==> src/rtl/pipeline_ctrl_pkg.sv <==
// Shared types and constants for the pipeline stall/flush controller.
// States, hazard priority codes and the register-index width.
package pipeline_ctrl_pkg;

  localparam int REG_W = 5;

  typedef enum logic [1:0] {
    RUN,
    WAIT,
    ERR
  } state_t;

  // Hazard classes, ordered so a larger code wins.
  localparam logic [1:0] HZ_NONE   = 2'd0;
  localparam logic [1:0] HZ_LOAD   = 2'd1;
  localparam logic [1:0] HZ_BRANCH = 2'd2;
  localparam logic [1:0] HZ_FREEZE = 2'd3;

endpackage

==> src/rtl/sat_counter.sv <==
// Saturating event counter with asynchronous active-low reset.
// Counts edges where inc is high and holds at all-ones.
module sat_counter #(
  parameter int W = 32
) (
  input  logic         clk,
  input  logic         rst,
  input  logic         inc,
  output logic [W-1:0] count
);

  always_ff @(posedge clk or negedge rst) begin
    if (!rst) begin
      count <= '0;
    end else if (inc && (count != {W{1'b1}})) begin
      count <= count + 1'b1;
    end
  end

endmodule

==> src/rtl/pipeline_ctrl.sv <==
// Stall/flush controller for the 5-stage pipeline: load-use, branch,
// memory-wait freeze, bus watchdog and stall/flush performance counters.
module pipeline_ctrl
  import pipeline_ctrl_pkg::*;
#(
  parameter int TIMEOUT_CYCLES = 255,
  parameter int CNT_W          = 32
) (
  input  logic             clk,
  input  logic             rst,
  input  logic             MemReadE,
  input  logic [REG_W-1:0] RdE,
  input  logic [REG_W-1:0] Rs1_D,
  input  logic [REG_W-1:0] Rs2_D,
  input  logic             PCSrcE,
  input  logic             MemReqM,
  input  logic             MemReadyM,
  output logic             StallF,
  output logic             StallD,
  output logic             StallE,
  output logic             StallM,
  output logic             FlushD,
  output logic             FlushE,
  output logic             FlushW,
  output logic             BusErr,
  output logic [CNT_W-1:0] StallCnt,
  output logic [CNT_W-1:0] FlushCnt
);

  localparam logic [15:0] WAIT_LAST = 16'(TIMEOUT_CYCLES - 1);

  state_t      state;
  state_t      stateNext;
  logic [15:0] WaitCnt;
  logic [1:0]  hazard;
  logic        pending;
  logic        loadUse;

  assign pending = MemReqM & ~MemReadyM;
  assign loadUse = MemReadE && (RdE != '0) &&
                   ((RdE == Rs1_D) || (RdE == Rs2_D));

  always_comb begin
    hazard = HZ_NONE;
    if (!rst) begin
      hazard = HZ_NONE;
    end else if (pending || (state == ERR)) begin
      hazard = HZ_FREEZE;
    end else if (PCSrcE) begin
      hazard = HZ_BRANCH;
    end else if (loadUse) begin
      hazard = HZ_LOAD;
    end
  end

  always_comb begin
    StallF = 1'b0;
    StallD = 1'b0;
    StallE = 1'b0;
    StallM = 1'b0;
    FlushD = 1'b0;
    FlushE = 1'b0;
    FlushW = 1'b0;
    unique case (hazard)
      HZ_FREEZE: begin
        StallF = 1'b1;
        StallD = 1'b1;
        StallE = 1'b1;
        StallM = 1'b1;
        FlushW = 1'b1;
      end
      HZ_BRANCH: begin
        FlushD = 1'b1;
        FlushE = 1'b1;
      end
      HZ_LOAD: begin
        StallF = 1'b1;
        StallD = 1'b1;
        FlushE = 1'b1;
      end
      default: ;
    endcase
  end

  // A ready on the last allowed edge clears pending, so RUN wins.
  always_comb begin
    stateNext = state;
    unique case (state)
      RUN: begin
        if (pending) begin
          stateNext = (WaitCnt == WAIT_LAST) ? ERR : WAIT;
        end
      end
      WAIT: begin
        if (!pending) begin
          stateNext = RUN;
        end else if (WaitCnt == WAIT_LAST) begin
          stateNext = ERR;
        end
      end
      ERR:     stateNext = ERR;
      default: stateNext = RUN;
    endcase
  end

  always_ff @(posedge clk or negedge rst) begin
    if (!rst) begin
      state   <= RUN;
      WaitCnt <= '0;
      BusErr  <= 1'b0;
    end else begin
      state  <= stateNext;
      BusErr <= BusErr | (stateNext == ERR);
      if (!pending) begin
        WaitCnt <= '0;
      end else if (WaitCnt != 16'hFFFF) begin
        WaitCnt <= WaitCnt + 16'd1;
      end
    end
  end

  sat_counter #(.W(CNT_W)) uStallCnt (
    .clk   (clk),
    .rst   (rst),
    .inc   (StallF),
    .count (StallCnt)
  );

  sat_counter #(.W(CNT_W)) uFlushCnt (
    .clk   (clk),
    .rst   (rst),
    .inc   (hazard == HZ_BRANCH),
    .count (FlushCnt)
  );

endmodule

==> config.mk <==
export PLATFORM = sky130hd
export DESIGN_NAME = pipeline_ctrl
export DESIGN_NICKNAME = d
export VERILOG_FILES = /design/src/rtl/pipeline_ctrl_pkg.sv /design/src/rtl/sat_counter.sv /design/src/rtl/pipeline_ctrl.sv
export SDC_FILE = /design/constraint.sdc
export NUM_CORES = 1
export LEC_CHECK = 0
export ABC_AREA = 1
export ABC_CLOCK_PERIOD_IN_PS = 2990
export BUFFER_PORTS_ARGS = -buffer_cell sky130_fd_sc_hd__buf_2
export CAP_MARGIN = 20
export CORE_ASPECT_RATIO = 0.75
export CORE_MARGIN = 2
export CORE_UTILIZATION = 45
export DETAILED_ROUTE_END_ITERATION = 7
export GPL_TIMING_DRIVEN = 0
export PLACE_DENSITY = 0.7
export SKIP_CTS_REPAIR_TIMING = 1
export SLEW_MARGIN = 10
export SYNTH_ARGS = -nofsm -noshare
export SYNTH_HDL_FRONTEND = slang
export SYNTH_HIERARCHICAL = 1
export SYNTH_SLANG_ARGS = --single-unit
==> constraint.sdc <==
create_clock -name clk -period 2.99 [get_ports clk]
set_input_delay 0.4485 -clock clk [delete_from_list [all_inputs] [get_ports clk]]
set_output_delay 0.4485 -clock clk [all_outputs]
set_load 0.005 [all_outputs]
# Word level (Yosys, flattened, before mapping)
# Index checks and enable logic that the tools add are counted.
# classes
add_sub_neg,3
eq_ne,13
mux,15
bitwise,3
reduce_logical,10
# ops
cell,count
$add A32 B1 Y32 const B,2
$ne A32 B32 Y1 const B,2
$mux W16,2
$add A16 B1 Y16 const B,1
$eq A16 B8 Y1 const B,1
$ne A16 B16 Y1 const B,1
$mux W2,7
$eq A5 B5 Y1,2
$eq A2 B2 Y1 const B,4
$pmux W2 S3,1
$mux W1,5
$reduce_bool A5 Y1,1
$eq A2 B1 Y1 const B,2
$logic_and A1 B1 Y1,4
$reduce_or A2 Y1,2
$logic_not A2 Y1,1
$logic_or A1 B1 Y1,2
$ne A2 B1 Y1 const B,1
$and A1 B1 Y1,1
$not A1 Y1,1
$or A1 B1 Y1,1
# totals
regBits,83
input_bits,21
output_inout_bits,72
word_cells,49

# Depth between registers and ports, before layout
# Gate-level depths: netlist of the first run.
# logic_depth
depth_word,11
depth_mapped,17

# Hierarchy
# Netlist of the first run, hierarchy kept.
# by_module_without_submodules
module,n_inst,cells_each,area_each_um2
sat_counter,2,333,2190.9
pipeline_ctrl,1,214,1447.6

# Worst setup path before layout of the first run
# No wires, ideal clock.
# synth_path
kind,input-to-reg
start,in MemReqM
end,reg uStallCnt.count[26]
setup_time_ps,117
t_arrival_ps,2388
path_slack_ps,485
path_stages,13
cell_sequence,inv_1 -> nor2_2 -> inv_1 -> nand2_1 -> inv_1 -> a21oi_1 -> inv_1 -> nor2_1 -> nand2_1 -> nor2_1 -> nand3_1 -> nand2_1 -> nand2_1
# synth_via
elab_chain_len,8
word_cells_on_any_way,9
classes_between,eq/ne: 2; mux: 3; bitwise: 1; reduce/logical: 3
# synth_lines
item,line,source
"start, declared",pipeline_ctrl.sv:16,"input logic MemReqM,"
$and A1 B1 Y1 (*),pipeline_ctrl.sv:39,assign pending = MemReqM & ~MemReadyM;
$logic_or A1 B1 Y1 (*),pipeline_ctrl.sv:47,end else if (pending || (state == ERR)) begin
$mux W2 (*),pipeline_ctrl.sv:47,
$mux W2 (*),pipeline_ctrl.sv:45,if (!rst) begin
$eq A2 B2 Y1 / $eq A2 B1 Y1 (equally long branches),n/a,
$reduce_or A2 Y1 (no line) (*),n/a,
$mux W1 (*),n/a,
named net StallD,pipeline_ctrl.sv:19,"output logic StallD,"
$logic_and A1 B1 Y1 (*),sat_counter.sv:15,end else if (inc && (count != {W{1'b1}})) begin
"end signal, assigned",sat_counter.sv:16,count <= count + 1'b1;
"end, declared",sat_counter.sv:9,output logic [W-1:0] count
# Mark *: on every way through the listed nets, which the timed path passes. The rest lies on a longest branch.
# A chain may end at the register's enable or synchronous reset.

# Worst setup path after layout of the first run
# layout_path
start,in rst
end,reg uFlushCnt.count[28]
# layout_via
elab_chain_len,3
# layout_lines
item,line,source
"start, declared",pipeline_ctrl.sv:10,"input logic rst,"
$mux W2,pipeline_ctrl.sv:45,
$eq A2 B2 Y1,pipeline_ctrl.sv:132,".inc (hazard == HZ_BRANCH),"
$logic_and A1 B1 Y1,sat_counter.sv:15,
"end signal, assigned",sat_counter.sv:16,
"end, declared",sat_counter.sv:9,
# Every way passes these cells.

==> results of run 1 <==
[kinds of logic (layout without fill, tap and decap cells)]
group / count (synthesis) / after routing / synth area share [%]
AOI/OAI and AO/OA: 23 / 23 / 2.36
xor gates and xnor gates: 18 / 18 / 2.70
adders and majority gates: 6 / 6 / 1.29
buffers and inverters: 111 / 219 / 8.65
DFF: 83 / 83 / 35.6
and+or+nand+nor: 639 / 639 / 49.4
[routing by layer]
metal / part of all wire (%) / wire (µm)
met4: 0.76 / 116
met3: 5.3 / 811
met1: 52 / 7960
met5: 0 / 0
met2: 42 / 6370
[flip-flops by register name, indices dropped and copies added (netlist names)]
register and cells:
uFlushCnt/count 32, uStallCnt/count 32, WaitCnt 16, state 2
BusErr 1
[cell type report]
cell class / count / area share (%)
inverter: 97 / 5.29
clock buffer: 10 / 3.33
timing repair buffer: 93 / 7.22
tap: 166 / 3.02
sequential: 83 / 30.2
buffer: 14 / 2.04
multi-input combinational: 686 / 47.4
clock inverter: 5 / 1.49
[placed cells by master, fill, tap and decap left out, types with 6 or more instances in the layout]
cell type / instances
nor3_1: 7
o21ai_0: 10
nand4_1: 25
buf_2: 92
nand2_2: 17
nor2_1: 125
dfrtp_1: 83
ha_1: 6
nand3b_1: 18
buf_6: 6
nand3_1: 68
nand2_4: 6
nand2_1: 348
inv_1: 92
nor2_4: 9
xnor2_1: 16
nor2_2: 6
clkbuf_16: 9
[final timing paths]
path,start,depth (start not counted),slack (ps),end
min in group clk,MemReadyM,4,440,WaitCnt[2]
hold reg to reg,state[1],1,450,state[0]
setup / recovery,rst,12,300,uFlushCnt/count[28]
max in group asynchronous,rst,2,2400,WaitCnt[0]
setup reg to reg,state[1],13,470,uFlushCnt/count[28]
hold / removal,rst,1,40,uFlushCnt/count[13]
[power breakdown]
group          internal [µW]  switching [µW]  total, µW
clock                    811             462       1270
sequential              1180            87.5       1260
combinational            139             179        318
[per-stage QoR]
step	hold WS, ps	setup TNS, ps	std cells
2_1_floorplan	153	0	880
4_1_cts	137	-2340	1154
3_5_place_dp	442	-7850	1139
5_1_grt	60.6	0	1154
6_report	39.9	0	1154
3_3_place_gp	447	-49900	1138
[Yosys cell counts, drive strengths merged]
cell / n / area, µm²
inv: 97 / 364
nand3b: 18 / 135
xor2: 2 / 17.5
nand2: 371 / 1480
nor2: 141 / 628
o21bai: 2 / 15.0
o31ai: 1 / 7.51
buf: 14 / 140
a31oi: 3 / 18.8
a21oi: 5 / 32.5
nand3: 72 / 388
nand4: 26 / 169
ha: 6 / 75.1
xnor2: 16 / 140
dfrtp: 83 / 2080
or2: 1 / 6.26
nor3: 10 / 71.3
o21ai: 12 / 63.8
==> flow_summary.toml, run 1 <==
[yosys]
netlist_instances = 880
ys_types = 35
yosys_register_bits = 83
synth_fp_nets = 907
ys_seq_area_share_pct = 35.6
synth_area_um2 = 5830
yosysWarnings = 6
avgSynthCellArea_um2 = 6.62

[setup_path]
crit_fanout = 44
critPathMaxStageDelay_ps = 380
worstPathArrival_ps = 2920
path_cells = "clkbuf_8, buf_16, o21ai_0, inv_1, ha_1, inv_1, nor2_1, nand2_1, nor2_1, nand3_1, nand2_1, nand2_1"
cp_common_cell = "nand2_1"
critical_path_class = "input pin to flop"
crit_buf_inv = 4
crit_slowest_cell = "ha_1"
endpoint_kind = "flop"
cp.required_ps = 3220
cp_top_family = "simple AND/OR/NAND/NOR gates"
critPathLaunchType = "input pin"

[route]
wl_per_cell_um = 13.2
drt_iter0_markers = 418
firstDrtPassIters = 5
drc_errors = 0
wirelength_mm = 15.3
ant_nets = 0
vias = 5759
vias_per_cell = 4.99

[clock_tree]
numClockSinks = 83
cts_tree = "yes"
clk_pin_slew_ps = 60
cts_buffers = 9
cts-root-buf = "clkbuf_16"
clk_path_buf_depth = 2
insertion_delay_ps = 340
h-tree-depth = 3

[sta]
worst_slack_ps = 298
max_freq_ghz = 0.371
setup_viol = 0
worstMarginPinSlew_ps = 563
slew_viol_final = 0
rsz0062_at_grt = "false"
period_share_pct = 90.0
fin_skew_ps = 7.45
max_slew_margin_pct = 62.3
hold_viol = 0
period_needed_ps = 2690

[global_routing]
grt_pass1_vias = 5060
grt_pass1_wl_mm = 25.0
grt_usage_pct = 22.9
antenna_found_initial = 0
met1_usage_pct = 35.0
gr-total-overflow = 0
grtUsageMet3_pct = 3.79
grt_max_degree = 45
top_usage_layer = "met1"
grt_use_met2_pct = 34.4

[pwr]
power.density_nw_per_um2 = 415
p_leak_uw = 0.00344
vdd_drop_max_v = 0.000333
power_uw = 2850

[placed_design]
dpl_cell_area_um2 = 6530
globalplace.congestion = 0.912
place_ws_ps = -655
io_buffer_count = 92
hpwl_mm = 11.7

[floorplan]
start_util_pct = 46.7
die_w_um = 135
floorplan.io_pins = 93
fp.coreArea_um2 = 12500
die_h_um = 103
rows = 35
dieArea_um2 = 13900

[run]
cap_violations = 0

[finish]
regArea_um2 = 2080
final_area_um2 = 6880
final_layout_size_suffix_gt1_share_pct = 18.0
fillCellCount = 1243
multi_input_area_um2 = 3260
antenna_cells = 0
area_growth_pct = 18.0
nets = 1011
finalCoreUtilization_pct = 55.1

[outcome]
status = "finished clean"

[worst_hold_path]
hold_class = "input pin to asynchronous set/reset pin"
(Power assumes the default switching activity.)
==> run 2: changes to the inputs <==
--- a/config.mk
+++ b/config.mk
@@ -6,7 +6,7 @@
 export NUM_CORES = 1
 export LEC_CHECK = 0
 export ABC_AREA = 1
-export ABC_CLOCK_PERIOD_IN_PS = 2990
+export ABC_CLOCK_PERIOD_IN_PS = 3100
 export BUFFER_PORTS_ARGS = -buffer_cell sky130_fd_sc_hd__buf_2
 export CAP_MARGIN = 20
 export CORE_ASPECT_RATIO = 0.75
==> constraint.sdc (replaced) <==
create_clock -name clk -period 3.1 [get_ports clk]
set_input_delay 0.465 -clock clk [delete_from_list [all_inputs] [get_ports clk]]
set_output_delay 0.465 -clock clk [all_outputs]
set_load 0.005 [all_outputs]
==> flow_summary.toml, run 2 (synthesis results as in run 1) <==
[setup_path]
critical_path_class = "input pin to flop"
crit_fanout = 44
critPathLaunchType = "input pin"
endpoint_kind = "flop"
worstPathArrival_ps = 2950
rrSetupSlack_ps = 620
cp.required_ps = 3330
ff2ff_path_depth = 13

[sta]
worst_slack_ps = 379
fin_skew_ps = 7.49
slew_viol_final = 0
period_share_pct = 87.8
max_freq_ghz = 0.368
rsz0062_at_grt = "false"
worstMarginPinSlew_ps = 635
finalSetupTns_ps = 0
max_slew_margin_pct = 57.7
hold_viol = 0
period_needed_ps = 2720
setup_viol = 0

[global_routing]
antenna_found_initial = 0
grt_pass1_wl_mm = 25.0
grt_usage_pct = 22.9
grt_max_degree = 45
grt_pass1_vias = 5060
gr-total-overflow = 0

[finish]
area_growth_pct = 17.8
final_common_cell = "nand2_1"
top_regs = "uFlushCnt/count x32, uStallCnt/count x32, WaitCnt x16"
nets = 1011
final_layout_size_suffix_gt1_share_pct = 18.0
antenna_cells = 0
fillCellCount = 1244
mostFrequentLayoutCells = "348 x nand2_1, 125 x nor2_1, 92 x inv_1, 92 x buf_2, 83 x dfrtp_1"

[clock_tree]
cts_buffers = 9
clk_path_buf_depth = 2
numClockSinks = 83
cts_tree = "yes"
insertion_delay_ps = 340
h-tree-depth = 3
cts-root-buf = "clkbuf_16"
clk_pin_slew_ps = 60

[pwr]
seqPwrFrac_pct = 44.3
p_int_uw = 2050
swShare_pct = 25.5
vdd_drop_max_v = 0.000321
power_frac_clock_pct = 44.6
comb_power_share_pct = 11.1
power_uw = 2750
power.density_nw_per_um2 = 401
p_leak_uw = 0.00344
p_sw_uw = 701

[route]
firstDrtPassIters = 5
vias = 5762
wl_per_cell_um = 13.2
wirelength_mm = 15.2
vias_per_cell = 4.99
ant_nets = 0
drt_iter0_markers = 401
drc_errors = 0

[floorplan]
die_w_um = 135
floorplan.io_pins = 93
start_util_pct = 46.7
rows = 35
dieArea_um2 = 13900
die_h_um = 103
fp.coreArea_um2 = 12500

[outcome]
status = "finished clean"

[placed_design]
globalplace.congestion = 0.912
place_ws_ps = -561
hpwl_mm = 11.7
io_buffer_count = 92

[worst_hold_path]
hold_class = "input pin to asynchronous set/reset pin"

[run]
cap_violations = 0
[run 2: layout make-up]
class	count	area [µm²]	area share [%]
Clock buffer	10	229	3.33
Sequential cell	83	2080	30.2
Buffer	14	140	2.04
Multi-Input combinational cell	686	3250	47.4
Tap cell	166	208	3.02
Clock inverter	5	103	1.49
Timing Repair Buffer	93	494	7.20
Inverter	97	364	5.30
[run 2: worst max-delay path: stages]
cell and delay, ps:
buf_6 360, buf_16 290, o21ai_0 120, inv_1 90
ha_1 370, inv_1 140, nor2_1 320, nand2_1 130
nor2_1 360, nand3_1 130, nand2_1 80, nand2_1 60
[run 2: power by group through the flow]
stage | combinational [µW] | sequential [µW] | clock [µW]
floorplan | 172 | 1230 | 0
global placement | 294 | 1240 | 0
detailed placement | 308 | 1240 | 0
CTS | 308 | 1220 | 1250
global route | 354 | 1230 | 1290
finish | 305 | 1220 | 1230
[run 2: per-layer routing]
metal	track usage, %	vias up	wire, µm
met5	0	-	0
met4	4.81	0	128
met3	3.79	11	826
met2	34.4	151	6370
met1	35.0	2636	7910
li1	-	2964	-
[run 2: metrics by stage]
stage	instances	hold WS, ps	area, µm²	util, %
after floorplan	880	169	5830	-
after global placement	1138	447	6500	52.1
after detailed placement	1139	442	6530	52.3
after CTS	1154	154	6860	55.0
after global routing	1154	74.7	6870	55.0
final	1154	48.5	6870	55.0
[run 2: path summary, 6_finish.rpt]
check | startpoint | endpoint
hold reg to reg | state[1] | state[0]
hold / removal | rst | uFlushCnt/count[13]
setup reg to reg | state[1] | uFlushCnt/count[28]
min in group clk | state[1] | state[0]
max in group asynchronous | rst | WaitCnt[0]
setup / recovery | rst | uFlushCnt/count[28]
